`config.mk`:
```
export PLATFORM = sky130hd
export DESIGN_NAME = control_pipeline
export DESIGN_NICKNAME = d
export VERILOG_FILES = /design/src/rtl/control_pipeline.sv
export SDC_FILE = /design/constraint.sdc
export NUM_CORES = 1
export LEC_CHECK = 0
export CORE_UTILIZATION = 42
export CTS_CLUSTER_DIAMETER = 200
export DETAILED_ROUTE_END_ITERATION = 8
export PLACE_DENSITY = 0.76
export SYNTH_ARGS = -nofsm -noshare
export SYNTH_HDL_FRONTEND = slang
export SYNTH_SLANG_ARGS = --single-unit
```
`constraint.sdc`:
```
create_clock -name clk -period 2.11 [get_ports clk]
set_clock_uncertainty 0.15 [all_clocks]
set_input_delay 0.5275 -clock clk [delete_from_list [all_inputs] [get_ports clk]]
set_output_delay 0.5275 -clock clk [all_outputs]
set_load 0.05 [all_outputs]
```
`src/rtl/control_pipeline.sv`:
```
// Control-bundle pipeline: ID/EX, EX/MEM, MEM/WB registers,
// EX-stage branch/jump resolution and retired-instruction counter.
module control_pipeline #(
   parameter int REG_ADDR_WIDTH = 5,
   parameter int CNT_WIDTH      = 32
) (
   input  logic                      clk,
   input  logic                      rst,
   input  logic [1:0]                d_result_src,
   input  logic                      d_mem_write,
   input  logic                      d_alu_src,
   input  logic                      d_reg_write,
   input  logic                      d_branch,
   input  logic                      d_jump,
   input  logic [REG_ADDR_WIDTH-1:0] d_rd,
   input  logic                      d_valid,
   input  logic                      id_ex_bubble,
   input  logic                      e_zero,
   output logic                      e_alu_src,
   output logic                      e_reg_write,
   output logic [1:0]                e_result_src,
   output logic [REG_ADDR_WIDTH-1:0] e_rd,
   output logic                      pc_src_e,
   output logic                      flush_d,
   output logic                      m_mem_write,
   output logic                      m_reg_write,
   output logic [1:0]                m_result_src,
   output logic [REG_ADDR_WIDTH-1:0] m_rd,
   output logic                      w_reg_write,
   output logic [1:0]                w_result_src,
   output logic [REG_ADDR_WIDTH-1:0] w_rd,
   output logic                      w_valid,
   output logic [CNT_WIDTH-1:0]      instret
);

   typedef struct packed {
      logic                      valid;
      logic                      reg_write;
      logic [1:0]                result_src;
      logic                      mem_write;
      logic                      alu_src;
      logic                      branch;
      logic                      jump;
      logic [REG_ADDR_WIDTH-1:0] rd;
   } ex_t;

   typedef struct packed {
      logic                      valid;
      logic                      reg_write;
      logic [1:0]                result_src;
      logic                      mem_write;
      logic [REG_ADDR_WIDTH-1:0] rd;
   } mem_t;

   typedef struct packed {
      logic                      valid;
      logic                      reg_write;
      logic [1:0]                result_src;
      logic [REG_ADDR_WIDTH-1:0] rd;
   } wb_t;

   ex_t                  r_ex;
   mem_t                 r_mem;
   wb_t                  r_wb;
   logic [CNT_WIDTH-1:0] r_instret;
   ex_t                  w_dec;
   logic                 w_take;

   always_comb begin
      w_dec            = '0;
      w_dec.valid      = d_valid;
      w_dec.reg_write  = d_reg_write;
      w_dec.result_src = d_result_src;
      w_dec.mem_write  = d_mem_write;
      w_dec.alu_src    = d_alu_src;
      w_dec.branch     = d_branch;
      w_dec.jump       = d_jump;
      w_dec.rd         = d_rd;
   end

   // An empty EX slot has branch=jump=0, so bubbles never redirect.
   assign w_take = r_ex.jump | (r_ex.branch & e_zero);

   always_ff @(posedge clk) begin
      if (rst) begin
         r_ex      <= '0;
         r_mem     <= '0;
         r_wb      <= '0;
         r_instret <= '0;
      end else begin
         r_ex             <= (w_take | id_ex_bubble) ? '0 : w_dec;
         r_mem.valid      <= r_ex.valid;
         r_mem.reg_write  <= r_ex.reg_write;
         r_mem.result_src <= r_ex.result_src;
         r_mem.mem_write  <= r_ex.mem_write;
         r_mem.rd         <= r_ex.rd;
         r_wb.valid       <= r_mem.valid;
         r_wb.reg_write   <= r_mem.reg_write;
         r_wb.result_src  <= r_mem.result_src;
         r_wb.rd          <= r_mem.rd;
         if (r_wb.valid)
            r_instret <= r_instret + CNT_WIDTH'(1);
      end
   end

   assign e_alu_src    = r_ex.alu_src;
   assign e_reg_write  = r_ex.reg_write;
   assign e_result_src = r_ex.result_src;
   assign e_rd         = r_ex.rd;
   assign pc_src_e     = w_take;
   assign flush_d      = w_take;
   assign m_mem_write  = r_mem.mem_write;
   assign m_reg_write  = r_mem.reg_write;
   assign m_result_src = r_mem.result_src;
   assign m_rd         = r_mem.rd;
   assign w_reg_write  = r_wb.reg_write;
   assign w_result_src = r_wb.result_src;
   assign w_rd         = r_wb.rd;
   assign w_valid      = r_wb.valid;
   assign instret      = r_instret;

endmodule

```
==> results.py <==
metrics = {
    "clock_tree": {
        "cts-root-buf": "clkbuf_8",
        "cts_buffers": 9,
        "clk_pin_slew_ns": 0.07,
        "htreeDepth": 3,
        "cts_tree": "built",
        "clock_latency_ns": 0.33,
        "cts.sinks": 64,
        "clockBufferDepth": 2,
    },
    "floorplanning": {
        "die_height_um": 79.52,
        "io_pins": 78,
        "start_util_pct": 44.73,
        "dieArea_um2": 6323,
        "num_rows": 27,
        "core_area_um2": 5642,
        "fp.dieW_um": 79.52,
    },
    "timing": {
        "max_slew_margin_pct": 53.53,
        "fin_crit_sh_pct": 97.42,
        "setup_viol_count_final": 0,
        "hold_viol_final": 0,
        "grt_setup_unrepaired": "yes",
        "slew_violations": 0,
        "tightest_slew_ns": 0.6917,
        "max_freq_mhz": 486.5,
        "fin_crit_ns": 2.055,
    },
    "yosys": {
        "synth_enable_flop_cells": 0,
        "synth_adder_area_share_pct": 0.4958,
        "synth.distinct_cells": 36,
        "ys_seq_area_share_pct": 50.77,
        "ys_ff_latch": 64,
        "syn-instance-count": 264,
        "synthXorXnorAreaFrac_pct": 4.512,
        "synth-compound-area-share_pct": 8.676,
        "yosys_warnings": 0,
        "muxShareOfSynthArea_pct": 0.8428,
        "async_flop_share_pct": 0,
        "syn_nets": 282,
        "syn-cell-area_um2": 2524,
        "yosys.area_share.simple_pct": 26.67,
        "avgSynthCellArea_um2": 9.559,
        "synth_top_family_by_area": "simple AND/OR/NAND/NOR gates",
        "synthFlopType": "dfxtp_1",
    },
    "route": {
        "wl_met1_um": 2269,
        "routedWlPerCell_um": 12.75,
        "drc": 0,
        "route.top_layer_used": "met4",
        "via_per_inst": 5.138,
        "finalWirelength_um": 5176,
        "drtIter0Drc": 94,
        "vias": 2086,
        "ant_nets": 0,
        "met3_length_um": 394,
        "dr.pass1.iters": 4,
        "dr_wl_met2_um": 2443,
    },
    "cells_and_area": {
        "n_antenna_cell": 0,
        "layout_common_cells": "65 x buf_4, 40 x dfxtp_1, 20 x nor2b_1",
        "seq_area_um2": 1356,
        "area_delta_synth_final_pct": 36.84,
        "final_common_cell": "buf_4",
        "final_area_um2": 3453,
        "final_cells": 406,
        "nFillCells": 497,
        "multiInputGateArea_um2": 1085,
        "final_nets": 347,
        "drive_above_1_share_pct": 36.53,
    },
    "global_routing": {
        "overflow": 0,
        "grt_pass1_vias": 1947,
        "grt_usage_pct": 17.23,
        "grt_max_degree": 53,
        "grt_first_pass_wirelength_um": 8542,
        "grt_antenna_before_repair": 0,
    },
    "worst_setup_path": {
        "required_ns": 1.43,
        "cp_max_fo": 3,
        "worstReg2RegStart": "instret[1]",
        "worst_r2r_endpoint": "instret[28]",
        "end_kind": "output port",
        "r2r_cells": 5,
        "setup.worst_path.class": "in2out",
        "crit_arrival_ns": 1.38,
        "regToRegSetupSlack_ns": 0.08,
        "startpoint_type": "input port",
    },
    "worst_hold_path": {
        "hold_end": "w_valid",
        "min_delay_path_depth": 1,
        "min-delay-start": "r_mem[9]",
        "min_path_type": "reg2reg",
    },
    "place": {
        "place.gp.congestion": 0.7830,
        "dp_cells": 390,
        "postPlaceCellArea_um2": 3232,
        "portBuffers": 77,
        "place_hpwl_um": 3537,
    },
    "status": {
        "outcome": "completed",
    },
    "pwr": {
        "power_leakage_nw": 1.356,
        "peakVddDrop_v": 0.0004735,
        "p_per_area_nw_per_um2": 720.4,
    },
    "run": {
        "maxCapViolCount": 0,
    },
}
[metal layers]
layer	global-route usage (%)	vias up
met2	27.95	76
met1	20.44	970
met3	5.600	8
met4	8.182	0
li1	-	1032
met5	0	-
[power breakdown]
part	switching [mW]	internal (mW)	leakage, nW	total, mW
clock network	0.495	0.620	0.112	1.12
logic	0.0954	0.0664	0.708	0.162
registers	0.00785	1.20	0.536	1.21
total	0.599	1.89	1.36	2.49
[Yosys cell counts (2+ instances only)]
library cell	n	share of area, %
a21oi_1	16	3.2
a31o_2	2	0.69
and2_1	13	3.2
and3_1	2	0.50
and4_1	3	1.0
buf_2	3	0.59
buf_4	15	4.5
clkbuf_1	10	1.5
dfxtp_1	64	51
inv_1	7	1.0
nand2_1	11	1.6
nand3_1	7	1.4
nand4_1	8	2.0
nand4b_1	2	0.69
nor2_1	18	2.7
nor2b_1	20	5.0
nor3_1	7	1.4
nor4_1	3	0.74
o21ai_0	4	0.79
o31ai_1	9	2.7
or3_1	3	0.74
or4_1	12	3.6
xnor2_1	6	2.1
xor2_1	7	2.4
[cell type report]
cell class | instances | area share, %
Clock inverter | 6 | 1.848
Sequential cell | 64 | 39.28
Tap cell | 72 | 2.609
Multi-Input combinational cell | 164 | 31.41
Inverter | 7 | 0.7609
Timing Repair Buffer | 83 | 19.78
Clock buffer | 10 | 4.312
[critical path, stage by stage]
cell	delay [ns]
clkdlybuf4s50_1	0.45
a21o_1	0.23
buf_12	0.17
[sequential cells by signal, summed over array words and instances, names as in the netlist, 2 cells and up]
register,count
e_result_src,2
m_result_src,2
m_rd,5
r_ex,4
w_result_src,2
e_rd,5
instret,32
w_rd,5
[metrics by stage]
stage	setup WS (ns)	TNS (ns)	hold slack, ns	util, %	total power, mW
floorplan	-0.003412	-0.003412	0.2624	-	1.345
global placement	-0.1874	-2.382	0.2651	57.29	1.400
detailed placement	-0.2069	-2.515	0.2753	57.29	1.402
CTS	0.02890	0	0.2899	61.06	2.516
global route	-0.006940	-0.006940	0.2980	61.21	2.577
finish	0.05452	0	0.2886	61.21	2.488
[how the worst max path moves through the flow]
| stage | slack, ns | end | cells after the start | from |
|---|---|---|---|---|
| 2_1_floorplan | -0.003 | instret[31] | 6 | instret[19] |
| 3_3_place_gp | -0.19 | e_rd[2] | 4 | e_zero |
| 3_5_place_dp | -0.21 | r_ex[12] | 4 | e_zero |
| 4_1_cts | 0.03 | instret[28] | 5 | instret[1] |
| 5_1_grt | -0.007 | instret[28] | 5 | instret[1] |
| 6_report | 0.05 | pc_src_e | 3 | e_zero |
[what timing repair did]
| action | in CTS | in global routing |
|---|---|---|
| setup buffers | 0 | 1 |
| hold buffers | 0 | 0 |
| endpoints found under the setup margin | 0 | 19 |
| gates resized for setup | 0 | 2 |
[cell families (layout without fill, tap and decap cells)]
kind of cell             after synthesis  in the layout
AND/OR/NAND/NOR                      113            113
flip-flops                            64             64
buffers and inverters                 36            106
AO/OA/AOI/OAI                         35             35
XOR/XNOR                              13             13
multiplexers                           2              2
adder cells (fa/ha/maj)                1              1
No activity file was read; power rests on OpenSTA's default activity.
